[src/rtl/wb_commit_stage.sv]
// Write-back/commit stage: latches one instruction from MEM, drives the GPR write port and
// commit/exception trace info, and generates flush on exception/ertn and halt on invalid instructions.
module wb_commit_stage #(
  parameter logic [5:0]  INE_ECODE   = 6'h0D,
  parameter bit          HALT_ON_INV = 1'b1,
  parameter int unsigned CNT_W       = 64
) (
  input  logic             clock,
  input  logic             resetn,
  input  logic             mem_valid,
  output logic             wb_allowin,
  input  logic [31:0]      mem_pc,
  input  logic [31:0]      mem_inst,
  input  logic             mem_inv,
  input  logic             mem_ex,
  input  logic [5:0]       mem_ecode,
  input  logic [8:0]       mem_esubcode,
  input  logic             mem_ertn,
  input  logic             mem_rf_we,
  input  logic [4:0]       mem_rf_waddr,
  input  logic [31:0]      mem_rf_wdata,
  output logic             rf_we,
  output logic [4:0]       rf_waddr,
  output logic [31:0]      rf_wdata,
  output logic             commit_valid,
  output logic [31:0]      commit_pc,
  output logic [31:0]      commit_inst,
  output logic             commit_inv,
  output logic             commit_ex,
  output logic             commit_ertn,
  output logic [5:0]       commit_ecode,
  output logic [8:0]       commit_esubcode,
  output logic [31:0]      ex_pc,
  output logic             flush,
  output logic             halt,
  output logic [CNT_W-1:0] instret
);

  typedef enum logic [1:0] {S_RUN, S_FLUSH, S_HALT} state_t;

  state_t           state_q;
  logic             wb_valid;
  logic [31:0]      wb_pc;
  logic [31:0]      wb_inst;
  logic             wb_inv;
  logic             wb_ex;
  logic [5:0]       wb_ecode;
  logic [8:0]       wb_esubcode;
  logic             wb_ertn;
  logic             wb_rf_we;
  logic [4:0]       wb_rf_waddr;
  logic [31:0]      wb_rf_wdata;
  logic [31:0]      ex_pc_q;
  logic [CNT_W-1:0] instret_q;
  logic             ex_eff;
  logic             accept;

  // Commit view is decoded straight from the WB registers; an earlier exception outranks invalid decode.
  always_comb begin
    ex_eff          = wb_ex | wb_inv;
    wb_allowin      = (state_q == S_RUN);
    halt            = (state_q == S_HALT);
    commit_valid    = wb_valid;
    commit_pc       = wb_pc;
    commit_inst     = wb_inst;
    commit_inv      = wb_valid & wb_inv;
    commit_ex       = wb_valid & ex_eff;
    commit_ertn     = wb_valid & wb_ertn & ~ex_eff;
    commit_ecode    = 6'd0;
    commit_esubcode = 9'd0;
    if (commit_ex) begin
      commit_ecode    = wb_ex ? wb_ecode : INE_ECODE;
      commit_esubcode = wb_ex ? wb_esubcode : 9'd0;
    end
    rf_we    = wb_valid & wb_rf_we & ~ex_eff;
    rf_waddr = wb_rf_waddr;
    rf_wdata = wb_rf_wdata;
    ex_pc    = commit_ex ? wb_pc : ex_pc_q;
    flush    = commit_ex | commit_ertn;
    accept   = mem_valid & wb_allowin & ~flush;
    instret  = instret_q;
  end

  always_ff @(posedge clock or negedge resetn) begin
    if (!resetn) begin
      state_q     <= S_RUN;
      wb_valid    <= 1'b0;
      wb_pc       <= 32'd0;
      wb_inst     <= 32'd0;
      wb_inv      <= 1'b0;
      wb_ex       <= 1'b0;
      wb_ecode    <= 6'd0;
      wb_esubcode <= 9'd0;
      wb_ertn     <= 1'b0;
      wb_rf_we    <= 1'b0;
      wb_rf_waddr <= 5'd0;
      wb_rf_wdata <= 32'd0;
      ex_pc_q     <= 32'd0;
      instret_q   <= '0;
    end else begin
      wb_valid <= accept;
      if (accept) begin
        wb_pc       <= mem_pc;
        wb_inst     <= mem_inst;
        wb_inv      <= mem_inv;
        wb_ex       <= mem_ex;
        wb_ecode    <= mem_ecode;
        wb_esubcode <= mem_esubcode;
        wb_ertn     <= mem_ertn;
        wb_rf_we    <= mem_rf_we;
        wb_rf_waddr <= mem_rf_waddr;
        wb_rf_wdata <= mem_rf_wdata;
      end
      if (commit_ex) ex_pc_q <= wb_pc;
      if (wb_valid && !ex_eff) instret_q <= instret_q + CNT_W'(1);
      // FLUSH lasts one cycle; HALT is left only through reset.
      unique case (state_q)
        S_RUN: begin
          if (flush) state_q <= (commit_inv && HALT_ON_INV) ? S_HALT : S_FLUSH;
        end
        S_FLUSH: state_q <= S_RUN;
        S_HALT:  state_q <= S_HALT;
        default: state_q <= S_RUN;
      endcase
    end
  end

endmodule
[config.mk]
export PLATFORM = sky130hd
export DESIGN_NAME = wb_commit_stage
export DESIGN_NICKNAME = d
export VERILOG_FILES = /design/src/rtl/wb_commit_stage.sv
export SDC_FILE = /design/constraint.sdc
export NUM_CORES = 1
export LEC_CHECK = 0
export CAP_MARGIN = 20
export CORE_UTILIZATION = 28
export DETAILED_ROUTE_END_ITERATION = 12
export PLACE_DENSITY_LB_ADDON = 0.12
export SLEW_MARGIN = 20
export SYNTH_ARGS = -nofsm -noshare
export SYNTH_HDL_FRONTEND = slang
export SYNTH_SLANG_ARGS = --single-unit
[constraint.sdc]
create_clock -name clock -period 2.6 [get_ports clock]
set_input_delay 0.52 -clock clock [delete_from_list [all_inputs] [get_ports clock]]
set_output_delay 0.52 -clock clock [all_outputs]
set_load 0.01 [all_outputs]
Word-level counts from Yosys, hierarchy flattened
Cells that the tools add are included.
{"block": "classes", "eq_ne": 2, "add_sub_neg": 1, "bitwise_logic": 12, "reduce_logical": 3, "n_mux": 8}
{"operator": "adder 64 x 1 -> 64 bit, second input constant", "n": 1}
{"operator": "two-way mux 32 bit", "n": 1}
{"operator": "two-way mux 9 bit", "n": 2}
{"operator": "two-way mux 6 bit", "n": 2}
{"operator": "AND 1 bit", "n": 8}
{"operator": "two-way mux 2 bit", "n": 2}
{"operator": "case mux 2 bit (2 select lines)", "n": 1}
{"operator": "equality test 2 bit, second input constant", "n": 1}
{"operator": "logical NOT 2 bit", "n": 1}
{"operator": "!= test 2 x 1 -> 1 bit, second input constant", "n": 1}
{"operator": "inverter 1 bit", "n": 2}
{"operator": "OR 1 bit", "n": 2}
{"operator": "logical AND 1 bit", "n": 1}
{"operator": "logical NOT 1 bit", "n": 1}
{"block": "word_totals", "inputBits": 123, "wordCells": 40, "output_inout_bits": 220, "reg_bits": 219}

Depth between registers and ports, before layout
Gate-level depths: netlist of run 1.
{"block": "depth", "word_depth": 6, "mapped_depth": 9, "depth_no_buf": 6}

Worst setup path after synthesis of run 1
OpenSTA, ideal clock, no wires.
{"block": "synth_timing", "kind": "register to output", "from": "reg wb_ex", "to": "out ex_pc[10]", "slack_ns": 0.314, "n_path_buf": 2, "t_required_ns": 2.080, "arrival_ns": 1.766, "stages_incl_launch_ff": 5, "cell_sequence": "dfrtp_1 clkbuf_1 o21ai_1 clkbuf_1 mux2_2"}
{"block": "synth_via", "elab_chain_len": 3}
{"item": "start: declaration", "line": "46", "source": "logic wb_ex;"}
{"item": "start signal: assignment", "line": "106", "source": "wb_ex <= mem_ex;"}
{"item": "OR 1 bit", "line": "60", "source": "ex_eff = wb_ex | wb_inv;"}
{"item": "AND 1 bit", "line": "67", "source": "commit_ex = wb_valid & ex_eff;"}
{"item": "two-way mux 32 bit"}
{"item": "end: declaration", "line": "33", "source": "output logic [31:0] ex_pc,"}
Every way passes these cells.

Final worst setup path of run 1
{"block": "layout_timing", "from": "reg wb_inv", "to": "out ex_pc[10]"}
{"block": "layout_via", "elab_chain_len": 3}
{"item": "start: declaration", "line": "45", "source": "logic wb_inv;"}
{"item": "start signal: assignment", "line": "105", "source": "wb_inv <= mem_inv;"}
{"item": "OR 1 bit", "line": "60"}
{"item": "AND 1 bit", "line": "67"}
{"item": "two-way mux 32 bit"}
Every way passes these cells.

==> results of run 1 <==
-- report_power, final --
group	switching, W	internal [W]	leakage [nW]	total (W)
Clock	0.00151	0.00241	0.468	0.00392
Sequential	0.000695	0.00460	2.81	0.00529
Combinational	0.00274	0.00306	3.63	0.00580
-- cells in the mapped netlist (6+ instances only) --
cell type / number
inv_1: 15
nand4_1: 21
xor2_1: 28
clkbuf_1: 27
nor3_1: 11
nor4_1: 9
and2_1: 6
xnor2_1: 33
and3_1: 17
nor2_1: 31
mux2_2: 32
dfrtp_1: 219
nand2_1: 384
nand3_1: 25
-- registers in the layout, summed over array words and instances, names as in the netlist, 5 cells and up --
signal       cells
ex_pc_q         32
wb_ecode         6
instret         64
rf_wdata        32
rf_waddr         5
commit_inst     32
commit_pc       32
wb_esubcode      9
-- metal layers --
| metal | vias to the layer above | wire, um | global-route usage [%] | share of wire (%) |
|---|---|---|---|---|
| li1 | 3640 | - | - | - |
| met1 | 3503 | 12550 | 22.98 | 44 |
| met2 | 213 | 13310 | 28.55 | 46 |
| met3 | 35 | 2453 | 6.551 | 8.5 |
| met4 | 4 | 456 | 3.458 | 1.6 |
| met5 | - | 26 | 0 | 0.090 |
-- through the flow --
stage	hold slack, ns	util, %	power [W]	setup slack (ns)
after floorplan	0.2244	-	0.007550	0.3136
after global placement	0.4521	41.29	0.01092	0.3192
after detailed placement	0.4552	41.29	0.01094	0.2979
after CTS	0.4704	45.00	0.01522	-0.2137
after global routing	0.4883	45.06	0.01598	-0.006115
final	0.4659	45.06	0.01501	0.06255
-- cells by family after synthesis --
family / synth area share [%]
mux: 4.012
fa+ha+maj: 0.1393
buf+inv: 2.340
xor+xnor: 6.130
simple gates: 25.75
flops: 61.02
compound gates: 0.6128
-- worst min path at each step --
stage	end	slack (ns)	cells past startpoint
2_1_floorplan	commit_inst[0]	0.22	0
3_3_place_gp	wb_rf_we	0.45	2
3_5_place_dp	wb_esubcode[0]	0.46	2
4_1_cts	wb_esubcode[0]	0.47	2
5_1_grt	wb_esubcode[5]	0.49	2
6_report	wb_rf_we	0.47	2
-- worst max-delay path: cells and delay by family, from the launching register on --
| family | cells | cell delay (ns) |
|---|---|---|
| buf+inv | 3 | 0.50 |
| flops | 1 | 0.42 |
| mux | 1 | 0.35 |
| compound gates | 1 | 0.20 |
-- layout make-up --
cell class / count / area, um2
Antenna cell: 1 / 2.502
Clock buffer: 38 / 787.0
Clock inverter: 11 / 148.9
Fill cell: 3031 / 17340
Inverter: 16 / 62.56
Multi-Input combinational cell: 630 / 3407
Sequential cell: 219 / 5483
Tap cell: 402 / 503.0
Timing Repair Buffer: 377 / 3826
-- what timing repair did --
action,CTS,global route
gates cloned,3,1
buffers inserted,7,4
pin swaps,1,1
gates resized for setup,131,44
endpoints found under the hold margin,63,0
hold buffers,1,0
endpoints found under the setup margin,41,41
==> impl_metrics.ini, run 1 <==
[cts]
cts_tree = yes
clk_path_buf_depth = 3
htree_levels = 1
clock_latency_ns = 0.54
path_clk_slew_ns = 0.06
cts_buffers = 27
cts_sinks = 219
clock-root-buffer = clkbuf_16

[synth]
synth-seq-area-share_pct = 61.02
synth_cell_type_count = 39
yosysTopAreaCellShare_pct = 61.02
netlist_area_um2 = 8981
netlist_instances = 900
synth_nets = 1024
synth-seq-cells = 219
synth_area_leaders = dfrtp_1, nand2_1, mux2_2
yosysWarningCount = 0
async_reset_ff_share_pct = 100.0
avgSynthCellArea_um2 = 9.979
synth-edff-count = 0
yosys.area.top_type = dfrtp_1
ys.flop_type = dfrtp_1

[place]
postPlaceCellArea_um2 = 13030
placed_cells = 1631
io_buffers = 342
dp_hpwl_um = 19880
gp_congestion = 0.7863

[setup_path]
end_kind = primary output
cp.arrival_ns = 2.02
critPathKind = flip-flop to primary output
slowest_stage = dfrtp_2
path_cells = o21ai_4 -> buf_6 -> buf_12 -> mux2_2 -> clkdlybuf4s15_1
start_kind = flip-flop
reg2reg_from = wb_inv
cp-startpoint = wb_inv
worst_r2r_path_depth = 6
worst_ep_required_time_ns = 2.08
path_max_fanout = 9
reg2reg_to = instret[52]
crit_path_max_incr_delay_ns = 0.42
reg2reg_slack_ns = 0.18
endpoint = ex_pc[10]

[timing]
tns_ns = 0
fin_crit_ns = 2.537
setup_violations = 0
finalHoldViolations = 0
fin_crit_sh_pct = 97.59
slew_headroom_pct = 56.71
worst_pin_slew_ns = 0.6493
finalMaxSlewViolations = 0
skew_ns = 0.01185
fmax_ghz = 0.3941

[route]
antenna_left = 0
drtIter0Drc = 377
first_pass_iters = 6
avgRoutedWirePerCell_um = 17.00
drc = 0
viasPerCell = 4.365
drt_wl_total_um = 28800
vias = 7395

[flow_run]
cap_violations = 0

[power]
cellLeakagePower_nw = 6.909
p_per_area_nw_per_um2 = 1056
peakVddDrop_v = 0.0006881

[grt]
grt_max_degree = 118
grt_antenna_before_repair = 3
grt_pass1_vias = 7680
grt_pass1_wl_um = 45770
grt_usage_pct = 17.79
grt_overflow = 0

[layout]
syn_to_final_growth_pct = 58.33
design_area_um2 = 14220
final_cells = 1694
drive_gt1_share_pct = 12.70
fin_nets = 1395
final_cell_mix = nand2_1, clkdlybuf4s50_1, dfrtp_1, xnor2_1, nor2_1
layout_commonest_cell = nand2_1

[min_path]
hold_start = wb_rf_we
hp-class = flip-flop to flip-flop

[floorplan]
row_count = 65
core_um2 = 31560
die_area_um2 = 32800
start_util_pct = 28.46
boundaryPins = 343
die_y_um = 181.1
fp.dieW_um = 181.1

[outcome]
status = finished, final reports clean
Note: power is estimated with default switching activity, not from simulation.
==> run 2: changes to the inputs <==
--- a/config.mk
+++ b/config.mk
@@ -5,7 +5,6 @@
 export SDC_FILE = /design/constraint.sdc
 export NUM_CORES = 1
 export LEC_CHECK = 0
-export CAP_MARGIN = 20
 export CORE_UTILIZATION = 28
 export DETAILED_ROUTE_END_ITERATION = 12
 export PLACE_DENSITY_LB_ADDON = 0.12
==> results of run 2 <==
Final layout, timing and power as in run 1 (identical DEF).
